**src/rtl/seq_divider.sv**
```systemverilog
// Multi-cycle signed/unsigned non-restoring divider, one quotient bit per clock.
// Result is packed {remainder, quotient}; divide-by-zero returns {dividend, all-ones}.
module seq_divider #(
    parameter int WIDTH = 32
) (
    input  logic               clock,
    input  logic               clear,
    input  logic               start,
    input  logic               signed_mode,
    input  logic [WIDTH-1:0]   dividend,
    input  logic [WIDTH-1:0]   divisor,
    output logic               busy,
    output logic               done,
    output logic               div_by_zero,
    output logic [2*WIDTH-1:0] Z
);
    localparam int CW = $clog2(WIDTH);

    typedef enum logic [1:0] {IDLE, DIVIDE, FINISH} state_t;

    state_t             state_q, state_d;
    logic [WIDTH:0]     p_q, p_d;
    logic [WIDTH-1:0]   q_q, q_d, m_q, m_d;
    logic [CW-1:0]      cnt_q, cnt_d;
    logic               sn_q, sn_d, sd_q, sd_d, zero_q, zero_d;
    logic               done_q, done_d, dbz_q, dbz_d;
    logic [2*WIDTH-1:0] z_q, z_d;

    logic               dvd_neg, dvs_neg;
    logic [WIDTH-1:0]   dvd_mag, dvs_mag, q_fix, r_fix;
    logic [WIDTH:0]     p_sh, p_step, p_fix;

    // Magnitudes are kept unsigned so that -2^(WIDTH-1) stays representable.
    assign dvd_neg = signed_mode & dividend[WIDTH-1];
    assign dvs_neg = signed_mode & divisor[WIDTH-1];
    assign dvd_mag = dvd_neg ? -dividend : dividend;
    assign dvs_mag = dvs_neg ? -divisor : divisor;

    // Add/subtract decision uses the sign of P before the shift; wrap in the
    // shifted value is harmless since the result always lands in [-M, M).
    assign p_sh   = {p_q[WIDTH-1:0], q_q[WIDTH-1]};
    assign p_step = p_q[WIDTH] ? p_sh + {1'b0, m_q} : p_sh - {1'b0, m_q};
    assign p_fix  = p_q[WIDTH] ? p_q + {1'b0, m_q} : p_q;
    assign q_fix  = (sn_q ^ sd_q) ? -q_q : q_q;
    assign r_fix  = sn_q ? -p_fix[WIDTH-1:0] : p_fix[WIDTH-1:0];

    always_ff @(posedge clock or posedge clear) begin
        if (clear) begin
            state_q <= IDLE;
            p_q     <= '0;
            q_q     <= '0;
            m_q     <= '0;
            cnt_q   <= '0;
            sn_q    <= 1'b0;
            sd_q    <= 1'b0;
            zero_q  <= 1'b0;
            done_q  <= 1'b0;
            dbz_q   <= 1'b0;
            z_q     <= '0;
        end else begin
            state_q <= state_d;
            p_q     <= p_d;
            q_q     <= q_d;
            m_q     <= m_d;
            cnt_q   <= cnt_d;
            sn_q    <= sn_d;
            sd_q    <= sd_d;
            zero_q  <= zero_d;
            done_q  <= done_d;
            dbz_q   <= dbz_d;
            z_q     <= z_d;
        end
    end

    always_comb begin
        state_d = state_q;
        case (state_q)
            IDLE:    if (start) state_d = (divisor == '0) ? FINISH : DIVIDE;
            DIVIDE:  if (cnt_q == CW'(WIDTH - 1)) state_d = FINISH;
            FINISH:  state_d = IDLE;
            default: state_d = IDLE;
        endcase
    end

    always_comb begin
        p_d    = p_q;
        q_d    = q_q;
        m_d    = m_q;
        cnt_d  = cnt_q;
        sn_d   = sn_q;
        sd_d   = sd_q;
        zero_d = zero_q;
        done_d = 1'b0;
        dbz_d  = dbz_q;
        z_d    = z_q;
        case (state_q)
            IDLE: begin
                if (start) begin
                    sn_d   = dvd_neg;
                    sd_d   = dvs_neg;
                    zero_d = (divisor == '0);
                    p_d    = '0;
                    cnt_d  = '0;
                    // Zero path carries the raw dividend through Q to the output.
                    q_d    = (divisor == '0) ? dividend : dvd_mag;
                    m_d    = dvs_mag;
                end
            end
            DIVIDE: begin
                p_d   = p_step;
                q_d   = {q_q[WIDTH-2:0], ~p_step[WIDTH]};
                cnt_d = cnt_q + CW'(1);
            end
            FINISH: begin
                done_d = 1'b1;
                if (zero_q) begin
                    z_d   = {q_q, {WIDTH{1'b1}}};
                    dbz_d = 1'b1;
                end else begin
                    z_d   = {r_fix, q_fix};
                    dbz_d = 1'b0;
                end
            end
            default: ;
        endcase
    end

    always_comb begin
        busy        = (state_q != IDLE);
        done        = done_q;
        div_by_zero = dbz_q;
        Z           = z_q;
    end
endmodule

```
**config.mk**
```make
export PLATFORM = sky130hd
export DESIGN_NAME = seq_divider
export DESIGN_NICKNAME = d
export VERILOG_FILES = /design/src/rtl/seq_divider.sv
export SDC_FILE = /design/constraint.sdc
export NUM_CORES = 1
export LEC_CHECK = 0
export CORE_UTILIZATION = 35
export DETAILED_ROUTE_END_ITERATION = 7
export GPL_TIMING_DRIVEN = 0
export SYNTH_ARGS = -nofsm -noshare
export SYNTH_HDL_FRONTEND = slang
export SYNTH_SLANG_ARGS = --single-unit
```
**constraint.sdc**
```tcl
create_clock -name clock -period 5.76 [get_ports clock]
set_input_delay 0.864 -clock clock [delete_from_list [all_inputs] [get_ports clock]]
set_output_delay 0.864 -clock clock [all_outputs]
set_load 0.02 [all_outputs]
```
==> results of run 1 <==
[metal layers]
| layer | global-route usage (%) | share of wire, % | vias up |
|---|---|---|---|
| li1 | - | - | 6537 |
| met1 | 33.0 | 47 | 6585 |
| met2 | 39.1 | 46 | 441 |
| met3 | 3.21 | 5.0 | 52 |
| met4 | 8.06 | 2.6 | 0 |
| met5 | 0 | 0 | - |
[synth_stat cells, types with 5 or more instances]
cell type / number / area [sq um]
o21a_1: 8 / 60.1
a211oi_1: 23 / 173
nand2b_1: 13 / 81.3
nor2_1: 145 / 544
buf_2: 8 / 40.0
o211ai_1: 8 / 60.1
o41ai_1: 15 / 131
nand3b_1: 12 / 90.1
inv_1: 44 / 165
and3_1: 16 / 100
o22ai_1: 23 / 144
xor2_1: 119 / 1040
ha_1: 70 / 876
mux2_2: 5 / 56.3
buf_1: 10 / 37.5
o21bai_1: 8 / 60.1
o21ai_0: 176 / 881
nor2b_1: 8 / 50.1
a21oi_1: 162 / 811
a21o_1: 29 / 218
a311oi_1: 6 / 52.6
mux2i_1: 23 / 230
dfrtp_1: 173 / 4330
or4_1: 18 / 135
nor3_1: 38 / 190
a31oi_1: 21 / 131
o31ai_1: 31 / 233
and2_1: 8 / 50.1
or2_2: 6 / 37.5
nand4_1: 12 / 75.1
clkbuf_1: 79 / 297
nor4_1: 11 / 68.8
nand2_1: 184 / 691
a211o_1: 5 / 43.8
xnor2_1: 74 / 648
nor3b_1: 8 / 60.1
nand3_1: 26 / 130
or3_1: 13 / 81.3
[final timing paths]
path,start,end,slack [ns],cells after the start
worst max register to register,p_q[32],p_q[31],0.43,18
min in group asynchronous,clear,Z[35],0.84,2
worst min register to register,div_by_zero,div_by_zero,0.48,2
worst min-delay path,div_by_zero,div_by_zero,0.48,2
worst max-delay path,p_q[32],p_q[31],0.43,18
max in group asynchronous,clear,p_q[15],3.96,3
[registers in the layout (all words and copies together) (netlist names)]
name / flops
Z: 64
cnt_q: 5
div_by_zero: 1
done: 1
m_q: 32
p_q: 33
q_q: 32
sd_q: 1
sn_q: 1
state_q: 2
zero_q: 1
[critical path: stages (launching register included)]
cell and delay (ns):
dfrtp_1 0.47, buf_6 0.32, clkbuf_4 0.33, buf_4 0.32, buf_4 0.32, a21oi_1 0.09, xnor2_1 0.22, ha_1 0.31
and2_1 0.19, a22o_1 0.24, or2_2 0.28, a221o_1 0.37, nand2_1 0.17, o21ai_0 0.27, a221o_1 0.45, a211o_1 0.30
a31o_2 0.24, xnor2_1 0.13, o21ai_0 0.09
[repair_timing]
| item | CTS | global route |
|---|---|---|
| endpoints found under the hold margin | 0 | 0 |
| setup endpoints to repair | 29 | 6 |
| pin swaps | 0 | 0 |
| gates resized for setup | 11 | 8 |
| buffers inserted | 0 | 0 |
[layout make-up]
class,instances,area (sq um)
Buffer,95,389
Clock buffer,19,443
Timing Repair Buffer,135,1370
Fill cell,4006,22400
Sequential cell,173,4330
Tap cell,518,648
Clock inverter,13,133
Inverter,45,176
Multi-Input combinational cell,1404,9060
[metrics by stage]
step / worst slack (ns) / cell area (sq um) / std cells
2_1_floorplan: 0.208 / 13900 / 1720
3_3_place_gp: -2.50 / 15900 / 2372
3_5_place_dp: -2.29 / 15900 / 2373
4_1_cts: 0.0663 / 16500 / 2403
5_1_grt: 0.00157 / 16500 / 2402
6_report: 0.433 / 16500 / 2402
[kinds of logic (layout without fill, tap and decap cells)]
family	after synthesis	after routing	share of synthesized area (%)
AOI/OAI and AO/OA	573	573	25.5
and+or+nand+nor	537	537	18.5
xor gates and xnor gates	193	193	12.2
DFF	173	173	31.1
buffers and inverters	143	307	3.94
adders and majority gates	72	72	6.59
muxes	29	29	2.14
==> impl_metrics.yaml, run 1 <==
die:
  num_rows: 72
  top_level_ports: 135
  fp.dieArea_sq_mm: 0.0405
  coreArea_sq_mm: 0.0389
  dieHeight_microns: 201
  initial_core_util_pct: 35.7
  dieWidth_microns: 201
worst_hold_path:
  holdCritPathClass: "flip-flop to flip-flop"
critical_path:
  critPathRequiredTime_ns: 6.08
  critPathLaunchType: "flip-flop"
  worst_ep_arrival_time_ns: 5.65
  cp-end-kind: "flip-flop"
  worst-setup-path-type: "flip-flop to flip-flop"
  cp_max_fo: 37
final_layout:
  area_delta_synth_final_pct: 19.0
  final_core_util_pct: 42.5
  final_cell_mix: "nand2_1 (184), o21ai_0 (176), dfrtp_1 (173), a21oi_1 (162), nor2_1 (145)"
  final_common_cell: "nand2_1"
  fin_nets: 2011
  drive_above_1_share_pct: 4.51
  diodes: 0
sta:
  hold_ws_ns: 0.478
  drv_slew: 0
  rsz0062_at_grt: "no"
  relSlewSlack_pct: 24.0
  tns_ns: 0
  clock_skew_ns: 0.0171
  clock.fmax_mhz: 188
  hold_viol_final: 0
  min_period_ns: 5.33
  report.final.setup_viol: 0
  tightest_slew_ns: 1.13
  timing.final.crit_share_pct: 92.5
detailed_routing:
  viasPerCell: 5.67
  drtIter0Drc: 1005
  ant_nets: 0
  vias: 13600
  drc: 0
  wl_per_cell_microns: 20.3
  routed_wl_mm: 48.7
  drtPass1Iterations: 5
logic_synthesis:
  ys_seq_area_share_pct: 31.1
  synth_area_per_cell_sq_um: 8.08
  synth_cells: 1720
  syn_nets: 1860
  synth_area_sq_mm: 0.0139
  yosys.cell_types.count: 86
  ys.flop_type: "dfrtp_1"
  synth_edf_count: 0
  async_reset_ff_share_pct: 100
  ys_seq_elements: 173
  yosysWarnings: 0
clock_network:
  numClockSinks: 173
  cts.root.buffer_cell: "clkbuf_16"
  cts_buffers: 17
  hold_buffers: 0
  cts.htree.levels: 4
  clock_path_buffers: 2
  clkTransAtPathRegs_ns: 0.08
  cts_tree: "done"
  clk_latency_ns: 0.47
placed_design:
  portBuffers: 134
  place.gp.congestion: 0.925
  hpwl_mm: 37.9
global_routing:
  antenna_found_initial: 1
  grt_overflow: 0
  grt_pass1_vias: 12900
  grt_max_degree: 111
  track_usage_pct: 24.1
  grt_pass1_wl_mm: 75.7
run:
  cap_violations: 0
run_status:
  status: "completed"
Power of run 1 is not shown: default switching activity piles up to over one toggle a cycle in this logic, so the estimate is an artifact.
==> run 2: changes to the inputs <==
Settings changed: GPL_TIMING_DRIVEN 0 to unset, MAX_ROUTING_LAYER set to met4.
==> impl_metrics.yaml, run 2 (synthesized netlist as in run 1, its figures left out) <==
placed_design:
  portBuffers: 134
  place.gp.congestion: 0.909
  place_ws_ns: 0.853
  hpwl_mm: 32.5
final_layout:
  drive_above_1_share_pct: 5.20
  n_fill_cell: 4023
  fin_nets: 1935
  largest_reg_flops: 64
  final_common_cell: "nand2_1"
  diodes: 0
  area_delta_synth_final_pct: 17.1
  final_cell_mix: "nand2_1 (183), o21ai_0 (176), dfrtp_1 (172), a21oi_1 (162), nor2_1 (143)"
sta:
  rsz0062_at_grt: "no"
  finalWorstSetupSlack_ns: 0.880
  tns_ns: 0
  relSlewSlack_pct: 18.0
  min_period_ns: 4.88
  tightest_slew_ns: 1.23
  drv_slew: 0
  clock.fmax_mhz: 205
  clock_skew_ns: 0.0191
  timing.final.crit_share_pct: 84.7
  hold_viol_final: 0
  report.final.setup_viol: 0
run:
  cap_violations: 0
worst_hold_path:
  whs_path_depth: 2
  hp-start: "Z[43]"
  holdCritPathClass: "flip-flop to flip-flop"
  hold_end: "Z[43]"
critical_path:
  critPathRequiredTime_ns: 6.09
  cp-end-kind: "flip-flop"
  worst_ep_arrival_time_ns: 5.21
  ff2ff_path_depth: 16
  r2r_end: "p_q[31]"
  critPathLaunchType: "flip-flop"
  worst-setup-path-type: "flip-flop to flip-flop"
  r2r_slack_ns: 0.88
  cp_max_fo: 5
  reg2reg_from: "m_q[0]"
clock_network:
  cts_buffers: 17
  cts_tree: "done"
  clkTransAtPathRegs_ns: 0.08
  hold_buffers: 0
  cts_setup_buffers: 0
  post_cts_resize_count: 0
  numClockSinks: 173
  clock_path_buffers: 2
  cts.root.buffer_cell: "clkbuf_16"
  cts.htree.levels: 4
  clk_latency_ns: 0.47
run_status:
  status: "completed"
detailed_routing:
  ant_nets: 0
  wl_per_cell_microns: 18.5
  drc: 0
  vias: 13100
  viasPerCell: 5.63
  drtPass1Iterations: 7
  drtIter0Drc: 1134
  routed_wl_mm: 43.0
global_routing:
  grt_max_degree: 87
  grt_overflow: 0
  antenna_found_initial: 1
  grt_pass1_wl_mm: 69.0
  track_usage_pct: 22.0
  grt_pass1_vias: 12400
die:
  coreArea_sq_mm: 0.0389
  top_level_ports: 135
  num_rows: 72
  dieWidth_microns: 201
  fp.dieArea_sq_mm: 0.0405
  dieHeight_microns: 201
  initial_core_util_pct: 35.7
run 2: cell type report:
type	count	area (sq um)	share of cell area, %
Inverter	45	174	1.07
Clock inverter	15	171	1.05
Multi-Input combinational cell	1404	9040	55.5
Sequential cell	173	4330	26.6
Tap cell	518	648	3.98
Timing Repair Buffer	154	1490	9.16
Clock buffer	17	425	2.61
run 2: worst max path at each step:
stage	end	from	depth (start not counted)
after global placement	q_q[1]	divisor[12]	12
after detailed placement	q_q[1]	divisor[12]	12
after CTS	p_q[31]	m_q[1]	16
after floorplan	Z[0]	clear	1
after global routing	p_q[31]	m_q[0]	16
final	p_q[31]	m_q[0]	16
run 2: critical path, stage by stage (launching register included):
cell and delay, ns:
dfrtp_1 0.43, or4_1 0.60, nor3_1 0.50, a21oi_1 0.16, xnor2_1 0.16, ha_1 0.33, and2_1 0.19, a22o_1 0.23
or2_2 0.27, a221o_1 0.36, nand2_1 0.15, o21ai_0 0.23, a221o_1 0.41, a211o_1 0.28, a31o_2 0.24, xnor2_1 0.12
o21ai_0 0.08
run 2: metrics by stage:
| step | utilization, % | hold slack (ns) | std cells | cell area, sq um |
|---|---|---|---|---|
| 3_3_place_gp | 40.3 | 0.463 | 2294 | 15700 |
| 3_5_place_dp | 40.3 | 0.469 | 2294 | 15700 |
| 2_1_floorplan | - | 0.473 | 1720 | 13900 |
| 6_report | 41.8 | 0.480 | 2326 | 16300 |
| 5_1_grt | 41.8 | 0.518 | 2326 | 16300 |
| 4_1_cts | 41.8 | 0.486 | 2326 | 16300 |
run 2: layer usage:
| metal | track usage (%) | wire (microns) | share of wire, % |
|---|---|---|---|
| met4 | 7.12 | 1060 | 2.5 |
| met1 | 30.9 | 21000 | 49 |
| met3 | 3.32 | 2480 | 5.8 |
| met5 | - | 0 | 0 |
| met2 | 32.3 | 18500 | 43 |
Power of run 2 is left out for the same reason.
